## config.mk

```make
export PLATFORM = sky130hd
export DESIGN_NAME = fetch_unit
export DESIGN_NICKNAME = d
export VERILOG_FILES = /design/src/rtl/fetch_unit.sv
export SDC_FILE = /design/constraint.sdc
export NUM_CORES = 1
export LEC_CHECK = 0
export CAP_MARGIN = 20
export CORE_UTILIZATION = 29
export CTS_BUF_LIST = sky130_fd_sc_hd__clkbuf_16
export DETAILED_ROUTE_END_ITERATION = 7
export GPL_TIMING_DRIVEN = 0
export HOLD_SLACK_MARGIN = 0.06
export PLACE_DENSITY = 0.63
export SLEW_MARGIN = 20
export SYNTH_ARGS = -nofsm -noshare
export SYNTH_HDL_FRONTEND = slang
export SYNTH_SLANG_ARGS = --single-unit
```

## constraint.sdc

```tcl
create_clock -name clk -period 4.71 [get_ports clk]
set_input_delay 0.7065 -clock clk [delete_from_list [all_inputs] [get_ports clk]]
set_output_delay 0.7065 -clock clk [all_outputs]
set_load 0.01 [all_outputs]
```

## src/rtl/fetch_unit.sv

```systemverilog
// fetch_unit: instruction-fetch stage feeding the IF/ID register.
// Owns the PC and keeps at most one read outstanding on a variable-latency
// request/response instruction-memory port. When no fetched instruction is
// held, a bubble is presented instead.
module fetch_unit #(
  parameter logic [31:0] RESET_PC     = 32'h0000_0000,
  parameter logic [31:0] BUBBLE_INSTR = 32'h0000_0000
) (
  input  logic        clk,
  input  logic        reset,
  input  logic        StallF,
  input  logic        RedirectE,
  input  logic [31:0] PCTargetE,
  output logic        ImemReq,
  output logic [31:0] ImemAddr,
  input  logic        ImemRvalid,
  input  logic [31:0] ImemRdata,
  output logic [31:0] InstrF,
  output logic [31:0] PCF,
  output logic [31:0] PCPlus4F,
  output logic        FetchValidF
);

  // ISSUE: request on the bus; WAIT: response pending;
  // READY: instruction held for IF/ID; DISCARD: response pending but stale.
  typedef enum logic [1:0] {
    ISSUE   = 2'd0,
    WAIT    = 2'd1,
    READY   = 2'd2,
    DISCARD = 2'd3
  } state_t;

  state_t      state_reg;
  logic [31:0] pc_reg;
  logic [31:0] instr_buf_reg;
  logic        valid_reg;
  logic [31:0] redirect_pc;
  logic        unused_target_bits;

  // Redirect targets are always word aligned; the low bits are dropped.
  assign redirect_pc        = {PCTargetE[31:2], 2'b00};
  assign unused_target_bits = ^PCTargetE[1:0];

  // Fetch sequencer: PC, state, instruction buffer and valid flag.
  // RedirectE is tested first everywhere so it always beats StallF.
  always_ff @(posedge clk or posedge reset) begin
    if (reset) begin
      state_reg     <= ISSUE;
      pc_reg        <= RESET_PC;
      instr_buf_reg <= '0;
      valid_reg     <= 1'b0;
    end else begin
      case (state_reg)
        ISSUE: begin
          // The request is accepted this cycle, so a redirect must still
          // swallow its response later. Any rvalid seen here is ignored.
          if (RedirectE) begin
            pc_reg    <= redirect_pc;
            state_reg <= DISCARD;
          end else begin
            state_reg <= WAIT;
          end
        end
        WAIT: begin
          if (ImemRvalid && RedirectE) begin
            // Response arrived for the wrong path: drop it and refetch now.
            pc_reg    <= redirect_pc;
            state_reg <= ISSUE;
          end else if (ImemRvalid) begin
            instr_buf_reg <= ImemRdata;
            valid_reg     <= 1'b1;
            state_reg     <= READY;
          end else if (RedirectE) begin
            pc_reg    <= redirect_pc;
            state_reg <= DISCARD;
          end
        end
        DISCARD: begin
          // Latest redirect target wins while the stale response drains.
          if (RedirectE) begin
            pc_reg <= redirect_pc;
          end
          if (ImemRvalid) begin
            state_reg <= ISSUE;
          end
        end
        READY: begin
          if (RedirectE) begin
            pc_reg    <= redirect_pc;
            valid_reg <= 1'b0;
            state_reg <= ISSUE;
          end else if (!StallF) begin
            pc_reg    <= pc_reg + 32'd4;
            valid_reg <= 1'b0;
            state_reg <= ISSUE;
          end
        end
        default: begin
          state_reg <= ISSUE;
          valid_reg <= 1'b0;
        end
      endcase
    end
  end

  // Output decode; the request is masked while reset is held.
  always_comb begin
    ImemReq     = (state_reg == ISSUE) && !reset;
    ImemAddr    = pc_reg;
    PCF         = pc_reg;
    PCPlus4F    = pc_reg + 32'd4;
    FetchValidF = valid_reg;
    InstrF      = valid_reg ? instr_buf_reg : BUBBLE_INSTR;
  end

endmodule
```

==> run_summary.xml <==
<?xml version="1.0" encoding="UTF-8"?>
<metrics>
  <group name="placed_design">
    <metric name="detailed_place_hpwl" unit="um">10700</metric>
    <metric name="gpl_wtd_cong" unit="">0.841</metric>
    <metric name="numPortBuffers" unit="">196</metric>
    <metric name="placed_cells_incl_taps" unit="">821</metric>
    <metric name="placed_cell_area" unit="um2">6440</metric>
  </group>
  <group name="timing">
    <metric name="timing.setup.tns" unit="ns">0</metric>
    <metric name="final-max-slew-violation-count" unit="">0</metric>
    <metric name="grt_setup_unrepaired" unit="">no</metric>
    <metric name="post-route-period-util" unit="">0.844</metric>
    <metric name="worst-slew-pin-transition" unit="ns">0.936</metric>
    <metric name="max_slew_margin" unit="">0.376</metric>
    <metric name="fmax" unit="MHz">251</metric>
    <metric name="final.setup_skew" unit="ns">0.00681</metric>
    <metric name="period_minus_slack" unit="ns">3.98</metric>
    <metric name="hold_violations_final" unit="">0</metric>
    <metric name="setup_viol" unit="">0</metric>
  </group>
  <group name="hold_path">
    <metric name="hold_path.startpoint" unit="">instr_buf_reg[9]</metric>
    <metric name="worst_hold_path_type" unit="">reg -&gt; reg</metric>
    <metric name="hold_depth" unit="">1</metric>
  </group>
  <group name="global_route">
    <metric name="globalRouteMet1Util" unit="">0.227</metric>
    <metric name="antenna_violations_before_repair" unit="">0</metric>
    <metric name="grt_start_max_net_pins" unit="">37</metric>
    <metric name="first_global_vias" unit="">4063</metric>
    <metric name="busiest_grt_layer" unit="">met2</metric>
    <metric name="grtUsageTotal" unit="">0.186</metric>
    <metric name="grt_overflow" unit="">0</metric>
    <metric name="gr_util_met2" unit="">0.321</metric>
    <metric name="grt_pass1_wl" unit="um">21500</metric>
    <metric name="global_routing_usage_on_met3" unit="">0.0446</metric>
  </group>
  <group name="drt">
    <metric name="drt_iter0_drc" unit="">189</metric>
    <metric name="routed-via-count" unit="">4056</metric>
    <metric name="drt_pass_1_iters" unit="">5</metric>
    <metric name="wl_per_cell" unit="um">16.7</metric>
    <metric name="number_of_vias_per_cell" unit="">4.85</metric>
    <metric name="postRouteWirelength" unit="um">14000</metric>
    <metric name="drtAntennaViolNets" unit="">0</metric>
    <metric name="post-route-drc-count" unit="">0</metric>
  </group>
  <group name="yosys">
    <metric name="count_of_distinct_cell_types_in_the_synthesized_netlist" unit="">50</metric>
    <metric name="synth.largest_area_cell" unit="">sky130_fd_sc_hd__dfrtp_1</metric>
    <metric name="cell_types_with_the_highest_counts_after_synthesis" unit="">sky130_fd_sc_hd__dfrtp_1, sky130_fd_sc_hd__and2_1, sky130_fd_sc_hd__buf_4, sky130_fd_sc_hd__nand2_1, sky130_fd_sc_hd__mux2_2</metric>
    <metric name="synth.yosys.seq_area_share" unit="">0.396</metric>
    <metric name="synth.net_count" unit="">519</metric>
    <metric name="synth_area_leaders" unit="">sky130_fd_sc_hd__dfrtp_1, sky130_fd_sc_hd__mux2_2, sky130_fd_sc_hd__buf_4</metric>
    <metric name="syn_area" unit="um2">4230</metric>
    <metric name="postSynthRegisterBits" unit="">67</metric>
    <metric name="synth_edf_count" unit="">0</metric>
    <metric name="synth_top_area_share" unit="">0.396</metric>
    <metric name="synth_most_common_cell" unit="">sky130_fd_sc_hd__dfrtp_1</metric>
    <metric name="ys_warn_count" unit="">0</metric>
    <metric name="synth-async-reset-ratio" unit="">1.00</metric>
    <metric name="synth-main-ff-cell" unit="">sky130_fd_sc_hd__dfrtp_1</metric>
    <metric name="netlist_instances" unit="">444</metric>
    <metric name="avgSynthCellArea" unit="um2">9.53</metric>
  </group>
  <group name="run">
    <metric name="timing.max_cap.violations" unit="">0</metric>
  </group>
  <group name="power">
    <metric name="power.density" unit="nW/um2">644</metric>
    <metric name="static-leakage-power" unit="nW">2.75</metric>
    <metric name="vdd.ir_drop.worst" unit="mV">0.244</metric>
  </group>
  <group name="clocking">
    <metric name="numCtsBuffers" unit="">9</metric>
    <metric name="cts_max_level" unit="">3</metric>
    <metric name="clkSlewWorstSetupHoldPaths" unit="ns">0.06</metric>
    <metric name="cts_tree" unit="">done</metric>
    <metric name="postCtsHoldBufs" unit="">0</metric>
    <metric name="post-cts-setup-buffer-count" unit="">0</metric>
    <metric name="ctsLongestPathBuffers" unit="">2</metric>
    <metric name="worst_skew_pair.late_latency" unit="ns">0.32</metric>
    <metric name="clockRootBuffer" unit="">sky130_fd_sc_hd__clkbuf_16</metric>
    <metric name="cts.sinks" unit="">67</metric>
    <metric name="post_cts_resize_count" unit="">0</metric>
  </group>
  <group name="worst_setup_path">
    <metric name="critPathCapture" unit="">PCPlus4F[30]</metric>
    <metric name="r2r_start" unit="">state_reg[0]</metric>
    <metric name="crit_path_start" unit="">ImemAddr[2]</metric>
    <metric name="cp_data_arrival_time" unit="ns">3.27</metric>
    <metric name="critical_path.reg2reg.endpoint" unit="">ImemAddr[27]</metric>
    <metric name="timing.critical_path.from_type" unit="">flip-flop</metric>
    <metric name="timing.critical_path.required" unit="ns">4.00</metric>
    <metric name="cp-end-kind" unit="">output port</metric>
    <metric name="cp_max_fo" unit="">10</metric>
    <metric name="crit_type" unit="">reg -&gt; out</metric>
    <metric name="r2r_setup_slack" unit="ns">1.72</metric>
    <metric name="r2r.worst_path.cells" unit="">8</metric>
  </group>
  <group name="cells_and_area">
    <metric name="final_cell_area" unit="um2">6720</metric>
    <metric name="layout-drive-gt1-share" unit="">0.149</metric>
    <metric name="layoutNonFillerInstCount" unit="">837</metric>
    <metric name="area_delta_synth_final" unit="%">58.7</metric>
    <metric name="design.final.nets" unit="">727</metric>
    <metric name="antennaDiodeCount" unit="">0</metric>
    <metric name="n_fill_cell" unit="">1336</metric>
  </group>
  <group name="run_status">
    <metric name="run_status" unit="">complete, no violations</metric>
  </group>
  <group name="die">
    <metric name="floorplan.rows" unit="">43</metric>
    <metric name="die_height" unit="um">123</metric>
    <metric name="die_area" unit="um2">15100</metric>
    <metric name="fp.coreArea" unit="um2">14000</metric>
    <metric name="fp.dieW" unit="um">123</metric>
    <metric name="ios" unit="">199</metric>
    <metric name="initial_core_util" unit="">0.301</metric>
  </group>
</metrics>
==> metrics by stage <==
stage | hold WS [ns] | utilization | power, W | worst slack [ns]
finish | 0.493 | 0.478 | 0.00433 | 0.733
global route | 0.506 | 0.478 | 0.00463 | 0.598
CTS | 0.498 | 0.478 | 0.00438 | 0.708
detailed placement | 0.486 | 0.459 | 0.00376 | 1.07
global placement | 0.478 | 0.457 | 0.00369 | 0.960
floorplan | 0.471 | - | 0.00234 | 1.90
==> critical path: stages (launching register included) <==
cell and delay (ns):
sky130_fd_sc_hd__dfrtp_1 0.47, sky130_fd_sc_hd__ha_1 0.28, sky130_fd_sc_hd__nand3_1 0.25, sky130_fd_sc_hd__nor4_4 0.65
sky130_fd_sc_hd__or4b_4 0.58, sky130_fd_sc_hd__xnor2_1 0.15, sky130_fd_sc_hd__clkdlybuf4s50_1 0.57
==> power breakdown <==
part	internal, W	leakage [nW]	switching, W
Clock	0.000353	0.125	0.000250
Combinational	0.00150	1.80	0.00108
Sequential	0.000845	0.831	0.000302
Total	0.00270	2.75	0.00163
==> how the worst min path moves through the flow <==
stage	end
4_1_cts	instr_buf_reg[30]
6_report	instr_buf_reg[9]
3_5_place_dp	instr_buf_reg[9]
3_3_place_gp	instr_buf_reg[11]
5_1_grt	instr_buf_reg[5]
2_1_floorplan	instr_buf_reg[10]
==> layout make-up <==
class / instances / area (um2) / share of cell area
plain buffers: 62 / 367 / 0.0546
clock buffers: 9 / 225 / 0.0335
clock inverters: 7 / 45.0 / 0.00671
inverters: 14 / 55.1 / 0.00820
multi-input cells: 301 / 2140 / 0.319
flip-flops and latches: 67 / 1680 / 0.250
well taps: 180 / 225 / 0.0335
repair buffers: 197 / 1980 / 0.295
==> placed cells by master (no fill, tap or decap), drive strengths merged, types with 3 or more instances in the layout <==
cell type / count
nor2: 14
xor2: 9
inv: 14
buf: 38
mux2i: 5
nand4: 10
and2: 35
mux2: 33
nor3: 6
xnor2: 19
ha: 6
o22ai: 3
clkinvlp: 3
dfrtp: 67
clkdlybuf4s50: 196
nand3: 21
or3: 4
o21ai: 22
nand2: 35
a221o: 4
a22oi: 9
clkinv: 4
nor4: 12
a31oi: 3
o311ai: 5
a21oi: 17
and3: 5
clkbuf: 34
==> logic make-up after synthesis <==
kind of cell / after synthesis / synth area share
DFF: 67 / 0.396
xor gates and xnor gates: 28 / 0.0580
muxes: 38 / 0.0997
buffers and inverters: 76 / 0.0991
adders and majority gates: 6 / 0.0177
AOI/OAI and AO/OA: 78 / 0.122
and+or+nand+nor: 151 / 0.207
==> metal layers <==
metal | up-vias | part of all wire
met5 | - | 0
met4 | 0 | 0.0060
met1 | 1943 | 0.42
li1 | 1949 | -
met3 | 4 | 0.079
met2 | 160 | 0.49
Note: power is estimated with default switching activity, not from simulation.
